File: src/rtl/stopwatch_bcd_datapath_if.sv
// Strobe/result bundle between the stopwatch control FSM and its BCD datapath.
// master = control side (drives strobes), slave = datapath side.
interface stopwatch_bcd_datapath_if #(
    parameter int DIGITS = 4
);
    logic                ci;
    logic                ld;
    logic                clr;
    logic [4*DIGITS-1:0] cnt;
    logic [4*DIGITS-1:0] disp;
    logic                ovf;

    modport master (
        output ci, ld, clr,
        input  cnt, disp, ovf
    );

    modport slave (
        input  ci, ld, clr,
        output cnt, disp, ovf
    );
endinterface

File: src/rtl/stopwatch_bcd_datapath.sv
// Prescaled BCD running counter with lap display register.
// Optional macro BCD_SAT_EN: saturate at all-9s with sticky ovf instead of wrapping.
module stopwatch_bcd_datapath #(
    parameter int DIGITS   = 4,
    parameter int PRESCALE = 4,
    parameter int PRE_W    = 8
) (
    input  logic                     clk,
    input  logic                     rst,
    stopwatch_bcd_datapath_if.slave  bus
);
    localparam int W = 4 * DIGITS;
    localparam logic [PRE_W-1:0] PRE_LAST = PRE_W'(PRESCALE - 1);

    logic [PRE_W-1:0] pre_q, pre_d;
    logic [W-1:0]     cnt_q, cnt_d;
    logic [W-1:0]     disp_q, disp_d;
    logic             ovf_q, ovf_d;
    logic [W-1:0]     cnt_inc;
    logic             all9;
    logic             tick;

    assign tick = bus.ci && (pre_q == PRE_LAST);

    // Ripple BCD increment: carry walks up through every digit holding 9.
    always_comb begin : bcd_inc
        logic carry;
        carry   = 1'b1;
        all9    = 1'b1;
        cnt_inc = cnt_q;
        for (int i = 0; i < DIGITS; i++) begin
            if (cnt_q[4*i +: 4] != 4'd9) all9 = 1'b0;
            if (carry) begin
                if (cnt_q[4*i +: 4] == 4'd9) begin
                    cnt_inc[4*i +: 4] = 4'd0;
                end else begin
                    cnt_inc[4*i +: 4] = cnt_q[4*i +: 4] + 4'd1;
                    carry = 1'b0;
                end
            end
        end
    end

    always_comb begin
        pre_d  = pre_q;
        cnt_d  = cnt_q;
        disp_d = disp_q;
        ovf_d  = 1'b0;
        if (bus.clr) begin
            pre_d  = '0;
            cnt_d  = '0;
            disp_d = '0;
            ovf_d  = 1'b0;
        end else begin
            if (bus.ci) pre_d = tick ? '0 : pre_q + PRE_W'(1);
            if (bus.ld) disp_d = cnt_q;
`ifdef BCD_SAT_EN
            ovf_d = ovf_q;
            if (tick) begin
                if (all9) begin
                    ovf_d = 1'b1;
                end else begin
                    cnt_d = cnt_inc;
                end
            end
`else
            // all-9s increments to all-0s naturally; flag it for one cycle
            ovf_d = tick && all9;
            if (tick) cnt_d = cnt_inc;
`endif
        end
    end

    always_ff @(posedge clk) begin
        if (rst) begin
            pre_q  <= '0;
            cnt_q  <= '0;
            disp_q <= '0;
            ovf_q  <= 1'b0;
        end else begin
            pre_q  <= pre_d;
            cnt_q  <= cnt_d;
            disp_q <= disp_d;
            ovf_q  <= ovf_d;
        end
    end

    assign bus.cnt  = cnt_q;
    assign bus.disp = disp_q;
    assign bus.ovf  = ovf_q;
endmodule

File: src/flat_wrapper.sv
// flat-port wrapper written by rule: the top's interface ports become plain ports
module stopwatch_bcd_datapath_flat 
#(
    parameter int DIGITS   = 4,
    parameter int PRESCALE = 4,
    parameter int PRE_W    = 8
)
  (clk, rst, bus_ci, bus_ld, bus_clr, bus_cnt, bus_disp, bus_ovf);
  stopwatch_bcd_datapath_if #(.DIGITS(DIGITS)) bus_i ();
  input  logic clk;
  input  logic rst;
  input wire logic [$bits(bus_i.ci)-1:0] bus_ci;
  input wire logic [$bits(bus_i.ld)-1:0] bus_ld;
  input wire logic [$bits(bus_i.clr)-1:0] bus_clr;
  output wire logic [$bits(bus_i.cnt)-1:0] bus_cnt;
  output wire logic [$bits(bus_i.disp)-1:0] bus_disp;
  output wire logic [$bits(bus_i.ovf)-1:0] bus_ovf;
  assign bus_i.ci = bus_ci;
  assign bus_i.ld = bus_ld;
  assign bus_i.clr = bus_clr;
  assign bus_cnt = bus_i.cnt;
  assign bus_disp = bus_i.disp;
  assign bus_ovf = bus_i.ovf;
  stopwatch_bcd_datapath #(.DIGITS(DIGITS), .PRESCALE(PRESCALE), .PRE_W(PRE_W)) u_core (.clk(clk), .rst(rst), .bus(bus_i));
endmodule
File: config.mk
export PLATFORM = sky130hd
export DESIGN_NAME = stopwatch_bcd_datapath_flat
export DESIGN_NICKNAME = d
export VERILOG_FILES = /design/src/rtl/stopwatch_bcd_datapath_if.sv /design/src/rtl/stopwatch_bcd_datapath.sv /design/src/flat_wrapper.sv
export SDC_FILE = /design/constraint.sdc
export NUM_CORES = 1
export LEC_CHECK = 0
export ABC_AREA = 1
export BUFFER_PORTS_ARGS = -buffer_cell sky130_fd_sc_hd__buf_2
export CORE_UTILIZATION = 42
export DETAILED_ROUTE_END_ITERATION = 8
export PLACE_DENSITY = 0.64
export SYNTH_ARGS = -nofsm -noshare
export SYNTH_HDL_FRONTEND = slang
export SYNTH_SLANG_ARGS = --single-unit
File: constraint.sdc
create_clock -name clk -period 1.3 [get_ports clk]
set_clock_uncertainty 0.15 [all_clocks]
set_input_delay 0.065 -clock clk [delete_from_list [all_inputs] [get_ports clk]]
set_output_delay 0.065 -clock clk [all_outputs]
set_load 0.03 [all_outputs]
==> impl_metrics.csv, run 1 <==
group,metric,value,unit
outcome,outcome,"finished, violations left",
outcome,violations,"negative setup slack",
power_and_ir_drop,clkPwrFrac,41.5,%
final_layout,fillerInstances,339,
synth,avgSynthCellArea,7.304,sq um
synth,yosys_warnings,0,
worst_setup_path,rr_worst_depth,9,
synth,ys.flop_type,"dfxtp_1",
power_and_ir_drop,power_frac_comb,6.4,%
grt,grt_max_degree,33,
cts,clk_path_buf_depth,2,
place,place_ws,-231.4,ps
die,core_area,4058,sq um
power_and_ir_drop,ir_drop,0.5178,mV
cts,cts_max_level,2,
synth,syn_inst,246,
final_layout,register_area,852.1,sq um
drt,firstDrtPassIters,4,
place,gp_congestion,0.8239,
timing,final_max_slew_viol_count,0,
synth,synth.area.top_cells,"dfxtp_1, a21oi_1, nand2_1, o21ai_0, nor2_1",
worst_setup_path,criticalPathCategory,"register to register",
cts,numCtsBuffers,5,
synth,synth_cell_types,25,
grt,grt_pass1_wl,7410,um
synth,syn_area,1797,sq um
synth,synth_edf_count,0,
power_and_ir_drop,p_seq_share,52.1,%
min_path,hold_class,"primary input to register",
drt,ant_nets,0,
drt,drtIter0Drc,61,
final_layout,fin_util,67.59,%
timing,setup_slack,-127.8,ps
timing,fin_crit_sh,109.8,%
drt,viasPerCell,4.940,
power_and_ir_drop,power.leakage,1.180,nW
worst_setup_path,worstPathArrival,1510,ps
die,die_h,67.41,um
flow_run,maxCapViolCount,0,
die,num_rows,23,
timing,fin_crit,1428,ps
synth,synth.largest_area_cell,"dfxtp_1",
timing,report.final.hold_viol_count,0,
grt,antenna_found_initial,0,
timing,grt_setup_unrepaired,"yes",
synth,synth-seq-cells,41,
timing,slew_headroom,79.54,%
synth,netlist_top_cells_count,"dfxtp_1, nand2_1, a21oi_1",
power_and_ir_drop,p_switching,0.5536,mW
grt,grt_overflow,0,
min_path,min_delay_path_depth,4,
synth,synth_top_family_by_area,"simple AND/OR/NAND/NOR gates",
worst_setup_path,startpoint_type,"register",
worst_setup_path,critPathSlowestCell,"dfxtp_2",
synth,yosysSeqAreaShare,45.68,%
worst_setup_path,critPathMaxStageDelay,350,ps
place,hpwl,3061,um
die,initial_core_util,44.28,%
timing,setup_viol,23,
synth,synth_xor_area_share,2.925,%
worst_setup_path,critPathRequiredTime,1380,ps
synth,synth_top_area_share,45.68,%
drt,wl,4756,um
final_layout,layout-drive-gt1-share,45.48,%
drt,vias,1887,
worst_setup_path,crit_path_max_fanout,7,
power_and_ir_drop,internal_power,1.883,mW
cts,clk_latency,300,ps
die,io_pins,38,
die,fp.dieW,67.41,um
synth,synth_compound_area_share,17.13,%
grt,gr-usage-all-layers,21.93,%
place,io_buffers,37,
worst_setup_path,crit_path_cell_trace,"ha_4, nand2_4, inv_4, nand2_8, nor2_8, nand2_4, inv_4, nand3_1, a21oi_1",
grt,grt_pass1_vias,1643,
final_layout,multi_input_area,1017,sq um
synth,synth_fa_ha_area_share,0.6964,%
synth,synth-simple-area-share,25.21,%
worst_setup_path,endpoint_kind,"register",
cts,cts_tree,"built",
cts,clockRootBuffer,"clkbuf_8",
final_layout,antenna_cells,0,
cts,clock-sinks,41,
final_layout,nets,337,
synth,syn_nets,252,
die,die-area,4543,sq um
timing,max_freq,0.7004,GHz
drt,post_drt_wl_per_cell,12.45,um
timing,worst_pin_slew,305.2,ps
synth,synthArstFlopShare,0,%
power_and_ir_drop,p_sw_share,22.72,%
final_layout,area_growth,52.65,%
synth,synth.most_common_cell,"dfxtp_1",
power_and_ir_drop,power_density,888.5,nW/um^2
cts,clkTransAtPathRegs,80,ps
drt,route.detailed.drc,0,
synth,synth.area.mux_share,0,%
==> power groups by stage <==
stage                     clock network [mW]  registers, mW  logic [mW]
after detailed placement                   0           1.30       0.134
after floorplan                            0           1.33      0.0525
after global routing                    1.09           1.27       0.168
final                                   1.01           1.27       0.156
after global placement                     0           1.30       0.134
after CTS                               1.04           1.27       0.146
==> per-stage QoR <==
stage / std cells / power, mW / cell area (sq um) / setup TNS, ps / hold slack [ps]
after global placement: 363 / 1.434 / 2352 / -2779 / 201.3
after floorplan: 246 / 1.382 / 1844 / -900.0 / 16.01
final: 382 / 2.437 / 2743 / -2028 / 15.60
after global routing: 382 / 2.528 / 2743 / -3637 / 20.07
after CTS: 380 / 2.455 / 2614 / -1893 / 0.8480
after detailed placement: 363 / 1.434 / 2352 / -3339 / 202.7
==> flip-flops by register name, summed over array words and instances (netlist names) <==
signal and flops:
u_core.bus.ovf 1, u_core.pre_q 8, u_core.bus.disp 16, u_core.bus.cnt 16
==> worst max-delay path, delay by kind of cell, from the launching register on <==
family | cells | cell delay (ps)
AOI/OAI and AO/OA | 1 | 110
adders and majority gates | 1 | 140
buffers and inverters | 2 | 150
DFF | 1 | 350
and+or+nand+nor | 5 | 450
==> metal layers <==
metal,global-route usage [%],part of all wire (%),up-vias,wire [um]
li1,-,-,976,-
met1,30.72,48,856,2298
met2,32.50,45,43,2139
met3,5.068,4.1,12,197
met4,7.979,2.5,0,119
met5,0,0,-,0
==> logic make-up after synthesis <==
group                    Yosys count
flip-flops                        41
AO/OA/AOI/OAI                     61
AND/OR/NAND/NOR                   99
buffers and inverters             38
XOR/XNOR                           6
adder cells (fa/ha/maj)            1
==> layout by cell type, fill, tap and decap left out, types with 2 or more instances in the layout <==
cell | Yosys | final
buf_4 | 0 | 40
nand2_1 | 39 | 38
buf_2 | 0 | 37
a21oi_1 | 32 | 28
dfxtp_1 | 41 | 26
inv_1 | 23 | 20
nor2_1 | 27 | 19
o21ai_0 | 25 | 19
nand3_1 | 14 | 12
dfxtp_2 | 0 | 10
nor2_4 | 0 | 6
inv_2 | 6 | 6
nor2_2 | 2 | 5
o21ai_1 | 3 | 5
xor2_1 | 5 | 5
clkbuf_8 | 0 | 5
dfxtp_4 | 0 | 5
nand2_4 | 1 | 4
nor3_2 | 0 | 4
a21oi_2 | 0 | 4
o21ai_2 | 0 | 4
buf_6 | 1 | 4
inv_4 | 0 | 3
nand4_1 | 3 | 3
nand2_2 | 5 | 2
nand3_2 | 1 | 2
dlygate4sd3_1 | 0 | 2
==> layout make-up <==
cell class | instances | share of cell area [%]
Tap cell | 50 | 2.281
Inverter | 30 | 4.425
Timing Repair Buffer | 85 | 21.26
Sequential cell | 41 | 31.07
Clock inverter | 2 | 1.232
Multi-Input combinational cell | 168 | 37.09
Clock buffer | 6 | 2.646
==> final timing paths <==
path / endpoint / startpoint / slack [ps]
max: u_core.bus.cnt[6]$_SDFFE_PP0P_ / u_core.pre_q[0]$_SDFFE_PP0P_ / -130
min reg2reg: u_core.bus.disp[5]$_SDFFE_PP0P_ / u_core.bus.cnt[5]$_SDFFE_PP0P_ / 360
max reg2reg: u_core.bus.cnt[6]$_SDFFE_PP0P_ / u_core.pre_q[0]$_SDFFE_PP0P_ / -130
min: u_core.bus.cnt[5]$_SDFFE_PP0P_ / bus_clr / 20
==> repair_timing <==
action                                  4_1_cts  5_1_grt
pin swaps                                     5       10
endpoints found under the setup margin       22       24
gates cloned                                  1        0
hold buffers                                  3        0
buffers inserted                              5        2
gates resized for setup                      21       28
endpoints found under the hold margin        12        0
Power figures use the tool's default switching activity.
==> run 2, diff against run 1 <==
clock period = 1.2 ns   (was 1.3 ns; I/O delays follow)
==> run 2 against run 1 <==
  * The run still ends with negative setup slack left
  * Sequential share of layout area grew 0.72 points
  * Critical path depth is the same
  * Design area shrank 2.4%
  * Core utilization shrank 1.6 points
  * Hold slack lost 4.6 ps
  * Global-route usage grew 0.38 points
  * Largest power group unchanged
  * First-iteration DRC count grew 66%
  * Cell count grew 0.52%
  * Register-to-register slack lost 140 ps
  * Total power grew 11%
==> impl_metrics.csv, run 2 (same netlist as run 1, synthesis figures left out) <==
group,metric,value,unit
outcome,outcome,"finished, violations left",
outcome,violations,"negative setup slack",
timing,slew_headroom,80.15,%
final_layout,area_growth,48.96,%
place,dp_cells,372,
final_layout,final_cell_area,2676,sq um
final_layout,layout_common_cells,"buf_4, nand2_1, buf_2",
cts,clk_latency,290,ps
grt,antenna_found_initial,0,
grt,grt_max_degree,33,
final_layout,layout_commonest_cell,"buf_4",
power_and_ir_drop,ir_drop,0.7344,mV
timing,fin_crit,1468,ps
die,die_h,67.41,um
die,core_area,4058,sq um
flow_run,maxCapViolCount,0,
cts,clkTransAtPathRegs,80,ps
timing,fin_crit_sh,122.4,%
place,io_buffers,37,
min_path,hold_class,"primary input to register",
timing,max_freq,0.6810,GHz
drt,firstDrtPassIters,4,
worst_setup_path,endpoint_kind,"register",
grt,gr-usage-all-layers,22.31,%
final_layout,fin_util,65.96,%
die,num_rows,23,
die,fp.dieW,67.41,um
die,io_pins,38,
power_and_ir_drop,power.leakage,1.179,nW
worst_setup_path,crit_path_max_fanout,6,
timing,report.final.hold_viol_count,0,
timing,worst_pin_slew,296.1,ps
timing,setup-tns-final,-4894,ps
timing,setup_viol,22,
place,gp_congestion,0.8198,
timing,setup_slack,-268.4,ps
final_layout,layout-drive-gt1-share,43.11,%
cts,clock-sinks,41,
drt,vias,1883,
die,initial_core_util,44.28,%
cts,clk_path_buf_depth,2,
final_layout,antenna_cells,0,
final_layout,nets,339,
drt,ant_nets,0,
drt,route.detailed.drc,0,
final_layout,instances_no_fill,384,
cts,clockRootBuffer,"clkbuf_8",
drt,wl,4545,um
timing,grt_setup_unrepaired,"yes",
drt,post_drt_wl_per_cell,11.84,um
worst_setup_path,worstPathArrival,1510,ps
grt,grt_overflow,0,
place,hpwl,3159,um
cts,numCtsBuffers,5,
timing,hold-worst-slack,10.98,ps
power_and_ir_drop,power_density,1007,nW/um^2
cts,cts_tree,"built",
timing,final_max_slew_viol_count,0,
cts,cts_max_level,2,
grt,grt_pass1_vias,1792,
worst_setup_path,criticalPathCategory,"register to register",
die,die-area,4543,sq um
place,place_area,2420,sq um
drt,viasPerCell,4.904,
worst_setup_path,startpoint_type,"register",
grt,grt_pass1_wl,7569,um
drt,drtIter0Drc,101,
worst_setup_path,critPathRequiredTime,1240,ps
[run 2: changes by cell type in the layout (fill, tap and decap cells not counted), sizes merged]
cell	previous run	this run
nor2	31	30
clkbuf	6	7
dlymetal6s4s	1	0
buf	82	85
clkinv	2	1
dlygate4sd3	2	3
[run 2: area by class of cell]
type | count | area [sq um]
clock buffer | 7 | 86.33
clock inverter | 1 | 30.03
fill | 369 | 1381
inverter | 30 | 122.6
multi-input combinational | 167 | 925.9
sequential | 41 | 850.8
tap | 50 | 62.56
timing repair buffer | 88 | 598.1
[run 2: worst max-delay path, cell delays in order, from the launching register on]
cell and delay, ps:
dfxtp_2 340, ha_2 170, nand2_2 50, inv_2 70
nand2_4 60, nor2_8 160, buf_6 150, nand3_4 80
nand2_1 80, a21oi_1 50
[run 2: timing repair]
item                                   CTS  global route
resized for setup                       15            16
pin swaps                                5             3
setup endpoints to repair               24            27
setup buffers                            1             0
hold buffers                             3             0
endpoints found under the hold margin    4             0
[run 2: per-layer routing]
| metal | GRT usage (%) | share of wire (%) | up-vias |
|---|---|---|---|
| li1 | - | - | 974 |
| met1 | 27.29 | 46 | 858 |
| met2 | 37.38 | 48 | 45 |
| met3 | 5.912 | 4.0 | 6 |
| met4 | 7.979 | 1.1 | 0 |
| met5 | 0 | 0 | - |
[run 2: metrics by stage]
stage,power (mW),worst slack (ps)
after global placement,1.559,-230.4
after detailed placement,1.562,-261.4
after CTS,2.723,-255.0
after global routing,2.806,-343.7
final,2.695,-268.4
after floorplan,1.497,-193.9
[run 2: power by group]
part | internal, mW | switching, mW | total (mW)
logic | 0.0608 | 0.109 | 0.170
registers | 1.37 | 0.00777 | 1.38
clock network | 0.678 | 0.470 | 1.15
total | 2.11 | 0.587 | 2.69
[run 2: final timing paths]
kind                                         from  cells after the start  slack, ps                          endpoint
setup / recovery     u_core.pre_q[0]$_SDFFE_PP0P_                      9       -270   u_core.bus.cnt[14]$_SDFFE_PP0P_
hold / removal                            bus_clr                      4         10   u_core.bus.cnt[11]$_SDFFE_PP0P_
setup reg to reg     u_core.pre_q[0]$_SDFFE_PP0P_                      9       -270   u_core.bus.cnt[14]$_SDFFE_PP0P_
hold reg to reg   u_core.bus.cnt[11]$_SDFFE_PP0P_                      2        350  u_core.bus.disp[11]$_SDFFE_PP0P_
